--- src/rtl/image_stream_loader.sv ---
`default_nettype none
// ============================================================================
// Module : image_stream_loader
// Brief  : Buffers an N*N image and streams it out as paced, ready-throttled
//          beats, then idles for a fixed drain period before signalling done.
// Rev    : 1.0  initial release
// ============================================================================
module image_stream_loader #(
    parameter int N            = 8,
    parameter int pixelWidth   = 8,
    parameter int PACE         = 2,
    parameter int DRAIN_CYCLES = 320,
    parameter int bitSize      = $clog2(N*N)
) (
    input  logic                  clk,
    input  logic                  rst_n,
    input  logic                  ld_en,
    input  logic [bitSize-1:0]    ld_addr,
    input  logic [pixelWidth-1:0] ld_data,
    input  logic                  start,
    input  logic                  ready,
    output logic                  we,
    output logic [pixelWidth-1:0] data_out,
    output logic [bitSize-1:0]    pix_addr,
    output logic                  busy,
    output logic                  done
);

    localparam int c_NPIX    = N * N;
    localparam int c_PACE_W  = (PACE > 1) ? $clog2(PACE + 1) : 1;
    localparam int c_DRAIN_W = (DRAIN_CYCLES > 0) ? $clog2(DRAIN_CYCLES + 1) : 1;

    localparam logic [c_PACE_W-1:0]  c_PACE_LAST  = c_PACE_W'(PACE - 1);
    localparam logic [c_DRAIN_W-1:0] c_DRAIN_LAST =
        c_DRAIN_W'((DRAIN_CYCLES > 0) ? (DRAIN_CYCLES - 1) : 0);
    localparam logic [bitSize-1:0]   c_ADDR_LAST  = bitSize'(c_NPIX - 1);

    typedef enum logic [1:0] {
        S_IDLE   = 2'd0,
        S_STREAM = 2'd1,
        S_DRAIN  = 2'd2,
        S_DONE   = 2'd3
    } state_t;

    state_t                  r_state,     w_state;
    logic [c_PACE_W-1:0]     r_pace_cnt,  w_pace_cnt;
    logic [c_DRAIN_W-1:0]    r_drain_cnt, w_drain_cnt;
    logic [pixelWidth-1:0]   r_data,      w_data;
    logic [bitSize-1:0]      r_addr,      w_addr;
    logic                    r_we,        w_we;

    logic [pixelWidth-1:0]   r_buf [c_NPIX];
    logic                    w_ld_ok;
    logic [bitSize-1:0]      w_rd_addr;
    logic [pixelWidth-1:0]   w_rd_data;

    // Loads are only accepted while no stream is reading the buffer.
    assign w_ld_ok = ld_en && ((r_state == S_IDLE) || (r_state == S_DONE));

    always_ff @(posedge clk) begin
        if (w_ld_ok) begin
            r_buf[ld_addr] <= ld_data;
        end
    end

    // Read is combinational so a same-edge write is not yet visible.
    assign w_rd_addr = (r_state == S_STREAM) ? (r_addr + bitSize'(1)) : '0;
    assign w_rd_data = r_buf[w_rd_addr];

    always_ff @(posedge clk or negedge rst_n) begin
        if (!rst_n) begin
            r_state     <= S_IDLE;
            r_pace_cnt  <= '0;
            r_drain_cnt <= '0;
            r_data      <= '0;
            r_addr      <= '0;
            r_we        <= 1'b0;
        end else begin
            r_state     <= w_state;
            r_pace_cnt  <= w_pace_cnt;
            r_drain_cnt <= w_drain_cnt;
            r_data      <= w_data;
            r_addr      <= w_addr;
            r_we        <= w_we;
        end
    end

    always_comb begin
        w_state     = r_state;
        w_pace_cnt  = r_pace_cnt;
        w_drain_cnt = r_drain_cnt;
        w_data      = r_data;
        w_addr      = r_addr;
        w_we        = r_we;
        case (r_state)
            S_IDLE, S_DONE: begin
                if (start) begin
                    w_state     = S_STREAM;
                    w_data      = w_rd_data;
                    w_addr      = '0;
                    w_we        = 1'b1;
                    w_pace_cnt  = '0;
                    w_drain_cnt = '0;
                end
            end
            S_STREAM: begin
                if (r_pace_cnt == c_PACE_LAST) begin
                    if (ready) begin
                        w_pace_cnt = '0;
                        if (r_addr == c_ADDR_LAST) begin
                            // Last pixel stays on data_out through drain.
                            w_we        = 1'b0;
                            w_addr      = '0;
                            w_drain_cnt = '0;
                            w_state     = (DRAIN_CYCLES == 0) ? S_DONE : S_DRAIN;
                        end else begin
                            w_data = w_rd_data;
                            w_addr = r_addr + bitSize'(1);
                        end
                    end
                end else begin
                    w_pace_cnt = r_pace_cnt + c_PACE_W'(1);
                end
            end
            S_DRAIN: begin
                if (r_drain_cnt == c_DRAIN_LAST) begin
                    w_state = S_DONE;
                end else begin
                    w_drain_cnt = r_drain_cnt + c_DRAIN_W'(1);
                end
            end
            default: begin
                w_state = S_IDLE;
            end
        endcase
    end

    assign we       = r_we;
    assign data_out = r_data;
    assign pix_addr = r_addr;
    assign busy     = (r_state == S_STREAM) || (r_state == S_DRAIN);
    assign done     = (r_state == S_DONE);

endmodule
`default_nettype wire

--- config.mk ---
export PLATFORM = sky130hd
export DESIGN_NAME = image_stream_loader
export DESIGN_NICKNAME = d
export VERILOG_FILES = /design/src/rtl/image_stream_loader.sv
export SDC_FILE = /design/constraint.sdc
export NUM_CORES = 1
export LEC_CHECK = 0
export CAP_MARGIN = 25
export CELL_PAD_IN_SITES_DETAIL_PLACEMENT = 1
export CELL_PAD_IN_SITES_GLOBAL_PLACEMENT = 2
export CORE_UTILIZATION = 42
export CTS_CLUSTER_DIAMETER = 60
export CTS_CLUSTER_SIZE = 10
export DETAILED_ROUTE_END_ITERATION = 8
export GPL_ROUTABILITY_DRIVEN = 0
export PLACE_DENSITY = 0.73
export SKIP_CTS_REPAIR_TIMING = 1
export SLEW_MARGIN = 10
export SYNTH_ARGS = -nofsm -noshare
export SYNTH_HDL_FRONTEND = slang
export SYNTH_SLANG_ARGS = --single-unit
--- constraint.sdc ---
create_clock -name clk -period 2.3 [get_ports clk]
set_input_delay 0.345 -clock clk [delete_from_list [all_inputs] [get_ports clk]]
set_output_delay 0.345 -clock clk [all_outputs]
set_load 0.01 [all_outputs]
* Word level (Yosys, flattened, before mapping)
Memories as Yosys holds them, arrays and structs flattened.
Index checks and enable logic that the tools add are counted.
** Word-level totals
- Register bits after elaboration :: 28
- Bits in latches :: 0
- Bits in writable memories :: 512
- ROM bits :: 0
- Bits of input ports :: 19
- Output and inout bits :: 17
- Logic and storage cells :: 70
- Memories kept :: 1
** Memories
- r_buf :: words 64, bits a word 8, read ports 1, clocked after memory_dff 0, wr ports 1, line 52 : logic [pixelWidth-1:0] r_buf [c_NPIX];
** Cells by class
- $add $sub $neg :: 3
- Multipliers :: 0
- Divide/modulo/power cells :: 0
- Magnitude comparators :: 0
- Equality and inequality tests :: 14
- Shifts and indexed selects :: 0
- Mux-type cells :: 34
- Bitwise logic cells :: 0
- Reduce and logical (&&, ||, !) cells :: 12
** Operator list (count)
- $mux 9 :: 5
- $mux 8 :: 4
- $mux 6 :: 5
- $pmux 9 s3 :: 1
- $reduce_and 5->1 :: 4
- $mux 2 :: 8
- $pmux 8 s2 :: 1
- $ne 2x2->1 const B :: 7
- $pmux 6 s2 :: 1
- $add 9x1->9 const B :: 1
- $eq 9x9->1 const B :: 1
- $add 6x1->6 const B :: 1
- $eq 6x6->1 const B :: 1
- $mux 1 :: 6
- $pmux 2 s3 :: 1
- $eq 2x1->1 const B :: 2
- $eq 2x2->1 const B :: 2
- $pmux 2 s2 :: 1
- $reduce_and 4->1 :: 1
- $ne 3x3->1 const B :: 1
- $reduce_and 3->1 :: 1
- $add 2x1->2 const B :: 1
- $logic_not 2->1 :: 1
- $logic_or 1x1->1 :: 2
- 4 further kinds :: 4

* Longest topological paths before layout
Gate-level depths: netlist of run 1.
An unclocked memory read counts as a cell.
- Depth after elaboration :: 7
- Depth in mapped cells :: 11
- Mapped depth without buffers :: 8

* Worst setup path after synthesis of run 1
Ideal clock, no wire load.
- Path kind :: reg2reg
- Start point :: reg r_addr[1], in the netlist pix_addr[1]
- End point :: reg r_data[2], in the netlist data_out[2]
- Library setup time :: 0.148 ns
- Arrival :: 2.143 ns
- Data required time :: 2.152 ns
- Path slack :: 0.009 ns
- Stages on the path, launching flop included :: 10
- Path buffers :: 3
- Period minus slack after synthesis :: 2.291 ns
- Cells stage by stage :: dfrtp_1 ha_1 buf_2 clkbuf_1 buf_1 a21oi_1 o22ai_1 o32ai_1 nor4b_1 o32ai_1
** Between the ends
- Cells in the longest elaborated chain, start to end :: 7
- Elaborated cells between the ends (all ways) :: 11
- Those cells by class :: add/sub: 1; eq/ne: 2; mux: 6; reduce/logical: 1; memory: 1
** RTL lines
- start: declaration :: line 49 : logic [bitSize-1:0] r_addr, w_addr;
- start signal: assignment :: line 83 : r_addr <= w_addr;
- $add 6x1->6 :: line 67 : assign w_rd_addr = (r_state == S_STREAM) ? (r_addr + bitSize'(1)) : '0;
- $mux 6 :: line 67
- $mem_v2 64x8
- $mux 8 :: line 110 : if (r_addr == c_ADDR_LAST) begin
- $mux 8 :: line 108 : if (ready) begin
- $mux 8 :: line 107 : if (r_pace_cnt == c_PACE_LAST) begin
- $pmux 8 s2 :: line 95 : case (r_state)
- end signal: assignment :: line 82 : r_data <= w_data;
- end: declaration :: line 48 : logic [pixelWidth-1:0] r_data, w_data;
Parallel ways exist; a longest one is shown, timed or not. The select of a mux whose other input is x is not followed.
A chain may end at the register's enable or synchronous reset.

* Worst setup path in the final report of run 1
- Start point :: reg r_addr[0], in the netlist pix_addr[0]
- End point :: reg r_data[6], in the netlist data_out[6]
Same word-level chain as after synthesis.

==> impl_results.md, run 1 <==
- H-tree Lvls: 3
- Share of layout cells above drive strength 1: 0.3109
- Post-synth EDFFs: 512
- Placed insts: 2344
- Fmax: 383.8 MHz
- DP Area: 0.02569 sq mm
- Grt ovf: 0
- Worst r2r path cells: 10
- RSZ-0062 raised after global routing: true
- Crit-path max FO: 9
- Die Y: 233.9 um
- Final TNS setup: -1997 ps
- Tmin final: 2605 ps
- Clock Tree Buf Depth: 3
- Synthesized area: 0.02258 sq mm
- Clock Pin Slew Worst Setup and Hold Paths: 60 ps
- Ports: 36
- Antenna Nets Post-Route: 0
- Most area-consuming cells after synthesis: edfxtp_1, mux2i_1, dfrtp_1
- Number of global-route vias before repair: 14950
- Synth Flop Type: edfxtp_1
- Via count: 14820
- Tcrit/Tclk final: 1.133
- Starting Density: 0.4272
- Max-slew violations: 0
- Worst hold path type: in2async
- Die width: 233.9 um
- Num CTS Buffers: 66
- Peak VDD IR: 0.6651 mV
- Die footprint: 0.05470 sq mm
- Largest net degree at the start of global routing: 70
- Top cell type's share of synthesized area: 0.6809
- Most frequent cells in the layout: edfxtp_1, buf_4, nor2_1
- Clock Skew: 17.65 ps
- Final setup violation count: 8
- Failing checks: DRC, setup timing
- Antenna violations before repair: 0
- Max incr delay on CP: 470 ps
- Synth Instances: 1447
- Detailed-placement wirelength estimate: 44840 um
- Top cell by count, worst path: mux2i_1
- Slew margin rel.: 0.6224
- Final net count: 1775
- Reg2reg start: pix_addr[0]
- PD cells: 1167 mW/mm^2
- Final hold violation count: 0
- R2R setup slack: -310 ps
- Syn Area/Cell: 15.61 sq um
- CP cell instances: ha_4 -> buf_6 -> and3_4 -> mux2i_4 -> buf_12 -> buf_4 -> mux2i_1 -> a221oi_2 -> mux2i_1 -> o221ai_2
- Worst setup path start: pix_addr[0]
- Worst slew pin tran: 566.4 ps
- Status: complete, but fails checks
- Ys Warns: 0
- Drt pass-1 iters: 9
- Post-Route WL: 71480 um
- #FFs+latches synth: 540
- Post-route insts no fill: 2460
- Area leader, netlist: edfxtp_1
- Vias/cell: 6.026
- Num rows: 84
- Yosys cell types: 72
- Clk root buf: clkbuf_16
- R2R Path End: data_out[6]
- Commonest non-fill, non-tap cell in the layout: edfxtp_1
- Slowest CP cell: dfrtp_4
- FILL cells: 4934
- Residual DRC: 5
- P&R area growth vs syn: 26.93%
- Maxcap violations: 0
- Arrival @ worst endpoint: 3060 ps
- Worst hold slack: 189.9 ps
- Later-pin clock latency in the skew report: 590 ps
- Ant. Diodes: 0
- Port Buf Inserts: 35
- Async set-reset flop share out of synthesis: 0.05185
- First-pass GRT wire length: 101100 um
- Leakage power: 0.009893 uW
- Starting DRT DRC Count: 1475
- Core Area: 0.05287 sq mm
- Final core utilization: 0.5422
- # clock sinks: 540
- CP Capture Type: flop
- Setup ws final: -305.2 ps
- Setup CP Type: reg2reg
- Worst Path Required: 2750 ps
- Synth Net Count: 1471
- WL per Instance: 29.06 um
- Total Routing Usage GR: 0.2559
- Seq/Total Area, Yosys: 0.7119
- Worst setup SP type: flop
- Final instance area: 0.02866 sq mm
- CTS tree: done
- Worst setup endpoint: data_out[6]
-- cells in the mapped netlist (6+ instances only) --
cell type	number
xnor2_1	6
and3_1	6
mux2i_1	101
nand2_1	77
mux2_2	25
o22ai_1	40
nor3_1	14
nand4_1	6
clkbuf_1	29
nor2b_1	9
o31ai_1	8
dfrtp_1	28
nand2b_1	18
nand3_1	17
o21ai_0	19
nor2_1	109
a221o_1	12
buf_6	8
inv_1	7
a221oi_1	12
nand3b_1	34
buf_2	43
a222oi_1	13
mux4_2	25
a21boi_0	6
a311oi_1	7
a211oi_1	18
a22oi_1	27
a21o_1	12
a21oi_1	62
o221ai_1	27
edfxtp_1	512
buf_4	13
-- where the power goes --
group,internal (uW),switching [uW]
sequential,11000,227
clock,5580,3800
combinational,5630,7240
-- through the flow --
stage                     setup WS, ps  total power (uW)
after detailed placement        -638.4             22340
final                           -305.2             33450
after global routing            -396.0             34530
after global placement          -606.4             22140
after floorplan                  9.003             17170
after CTS                       -655.5             31760
-- worst min-delay path by stage --
stage / cells past startpoint / to / from
finish: 2 / r_drain_cnt[1] / rst_n
global route: 2 / r_drain_cnt[3] / rst_n
floorplan: 0 / data_out[0] / rst_n
CTS: 2 / pix_addr[4] / rst_n
detailed placement: 1 / r_pace_cnt[1] / r_pace_cnt[1]
global placement: 1 / r_pace_cnt[1] / r_pace_cnt[1]
-- worst max-delay path: cells and delay by family, from the launching register on --
family / cells / cell delay [ps]
simple gates: 1 / 240
fa+ha+maj: 1 / 230
compound gates: 2 / 240
buf+inv: 3 / 490
flops: 1 / 470
mux: 3 / 800
-- sequential cells by signal, summed over array words and instances (netlist names) --
signal       flops
r_pace_cnt       2
data_out         8
pix_addr         6
we               1
r_buf          512
r_drain_cnt      9
r_state          2
-- metal layers --
metal	track usage	wire length, um	vias to the layer above
li1	-	-	6362
met2	0.3950	32920	617
met3	0.04426	5205	118
met1	0.3677	31180	7726
met5	0	0	-
met4	0.08421	2174	0
-- cell type report --
class	instances	area, sq um	area share
inverter	8	30.03	0.001048
sequential	540	16080	0.5610
clock inverter	7	80.08	0.002794
clock buffer	82	1807	0.06303
multi-input combinational	802	6623	0.2310
tap	688	860.8	0.03003
timing repair buffer	333	3183	0.1110
-- cell families after synthesis --
family / synth area share
XOR/XNOR: 0.004987
adder cells (fa/ha/maj): 0.002770
AND/OR/NAND/NOR: 0.07164
buffers and inverters: 0.02466
multiplexers: 0.08599
flip-flops: 0.7119
AO/OA/AOI/OAI: 0.09807
Note: power is estimated with default switching activity, not from simulation.
==> inputs of run 2 (changes only) <==
==> constraint.sdc (replaced) <==
create_clock -name clk -period 2.3 [get_ports clk]
set_input_delay 0.345 -clock clk [delete_from_list [all_inputs] [get_ports clk]]
set_output_delay 0.345 -clock clk [all_outputs]
set_load 0.05 [all_outputs]
==> impl_results.md, run 2 (synthesized netlist as in run 1, its figures left out) <==
- Crit-path max FO: 7 (-2)
- Port Buf Inserts: 35 (unchanged)
- Later-pin clock latency in the skew report: 660 ps (+70 ps)
- Dpl ws: -372.1 ps (+266.3 ps)
- Starting DRT DRC Count: 1531 (+3.8%)
- Final net count: 1756 (-1.1%)
- Clk root buf: clkbuf_16
- Commonest non-fill, non-tap cell in the layout: edfxtp_1
- Leakage power: 0.009817 uW (-0.77%)
- Total Routing Usage GR: 0.2508 (-0.005103)
- Most frequent cells in the layout: edfxtp_1, buf_4, nor2_1
- Num CTS Buffers: 61 (-7.6%)
- Slew margin rel.: 0.5234 (-0.09898)
- Multi-input gate area: 0.006506 sq mm (-1.8%)
- Failing checks: setup timing
- Max incr delay on CP: 510 ps (+40 ps)
- Total power: 32690 uW (-2.3%)
- Post-route insts no fill: 2446 (-0.57%)
- Worst slew pin tran: 714.9 ps (+148.5 ps)
- Via count: 14570 (-1.7%)
- Max-slew violations: 0 (unchanged)
- H-tree Lvls: 2 (-1)
- Setup ws final: -258.4 ps (+46.80 ps)
- CP cell instances: ha_4 -> nand2b_4 -> buf_4 -> a21boi_0 -> o32ai_2 -> o22ai_2 -> mux2i_1 -> o221ai_2
- Antenna Nets Post-Route: 0 (unchanged)
- Vias/cell: 5.957 (-1.1%)
- Core Area: 0.05287 sq mm (unchanged)
- Maxcap violations: 0 (unchanged)
- Largest net degree at the start of global routing: 65 (-7.1%)
- Number of global-route vias before repair: 14790 (-1.1%)
- CP Capture Type: flop
- Worst setup SP type: flop
- First-pass GRT wire length: 98730 um (-2.4%)
- Drt pass-1 iters: 8 (-1)
- Share of layout cells above drive strength 1: 0.2981 (-0.01288)
- Die Y: 233.9 um (unchanged)
- Die width: 233.9 um (unchanged)
- Residual DRC: 0 (-5)
- Final TNS setup: -1610 ps (+387.1 ps)
- Final setup violation count: 8 (unchanged)
- Setup CP Type: reg2reg
- Worst hold path type: in2async
- Detailed-placement wirelength estimate: 45130 um (+0.66%)
- RSZ-0062 raised after global routing: true
- WL per Instance: 28.37 um (-2.4%)
- Ant. Diodes: 0 (unchanged)
- P&R area growth vs syn: 25.17%
- Die footprint: 0.05470 sq mm (unchanged)
- Post-Route WL: 69390 um (-2.9%)
- Final instance area: 0.02826 sq mm (-1.4%)
- Max reg flops: 512 (unchanged)
- Worst Path Required: 2820 ps (+70 ps)
- Status: complete, but fails checks
- Grt ovf: 0 (unchanged)
- Placed insts: 2331 (-0.55%)
- DP Area: 0.02565 sq mm (-0.16%)
- Ports: 36 (unchanged)
- Slowest CP cell: dfrtp_4
- Tmin final: 2558 ps (-46.80 ps)
- # clock sinks: 540 (unchanged)
- Arrival @ worst endpoint: 3080 ps (+20 ps)
- FILL cells: 4973 (+0.79%)
- Fmax: 390.9 MHz (+1.8%)
- WP buf/inv: 1 (-2)
- Final hold violation count: 0 (unchanged)
- Antenna violations before repair: 2 (+2)
- Tcrit/Tclk final: 1.112 (-0.02035)
- Clock Pin Slew Worst Setup and Hold Paths: 60 ps (about the same)
- Peak VDD IR: 0.5504 mV (-17%)
- Clock Tree Buf Depth: 3 (unchanged)
- FF+latch area: 0.01608 sq mm (unchanged)
- Register with the most flip-flops: r_buf
- CTS tree: done
- Crit-path leading delay family: compound AO/OA/AOI/OAI gates
- Clock Skew: 39.04 ps (+21.39 ps)
- Starting Density: 0.4272 (unchanged)
- Num rows: 84 (unchanged)
- PD cells: 1157 mW/mm^2 (-0.90%)
## run 2: cell count changes in the layout (fill, tap and decap cells not counted), moves of 8 or more
cell,before,now
clkbuf_16,77,65
buf_4,240,232
clkbuf_1,11,19
clkdlybuf4s50_1,25,15
a21oi_1,48,58
a21oi_2,12,4
## run 2: path summary, 6_finish.rpt
check / start / end / slack, ps / cells past startpoint
max: pix_addr[0] / data_out[6] / -260 / 8
min: rst_n / r_drain_cnt[8] / 100 / 2
max reg2reg: pix_addr[0] / data_out[6] / -260 / 8
min reg2reg: r_drain_cnt[0] / r_drain_cnt[0] / 530 / 1
max in group asynchronous: rst_n / r_pace_cnt[1] / 1840 / 2
min in group clk: ld_data[7] / r_buf[31][7] / 230 / 1
## run 2: power by group
| part | total, uW | switching [uW] | internal (uW) |
|---|---|---|---|
| Clock | 8670 | 3780 | 4880 |
| Combinational | 12900 | 7340 | 5520 |
| Sequential | 11200 | 190 | 11000 |
## run 2: cell type report
type	instances	share of cell area
Clock inverter	7	0.003010
Clock buffer	82	0.05750
Multi-Input combinational cell	802	0.2302
Inverter	8	0.001062
Sequential cell	540	0.5689
Timing Repair Buffer	319	0.1089
Tap cell	688	0.03046
## run 2: metrics by stage
| step | hold slack, ps | utilization |
|---|---|---|
| finish | 103.2 | 0.5346 |
| CTS | 97.00 | 0.5176 |
| detailed placement | 513.5 | 0.4852 |
| floorplan | 49.41 | - |
| global placement | 490.6 | 0.4852 |
| global route | 135.4 | 0.5346 |
## run 2: layer usage
layer / up-vias / track usage / wire length, um
met1: 7533 / 0.3476 / 30020
li1: 6341 / - / -
met4: 2 / 0.08056 / 2008
met5: - / 0 / 13
met2: 579 / 0.3867 / 31890
met3: 116 / 0.06359 / 5460
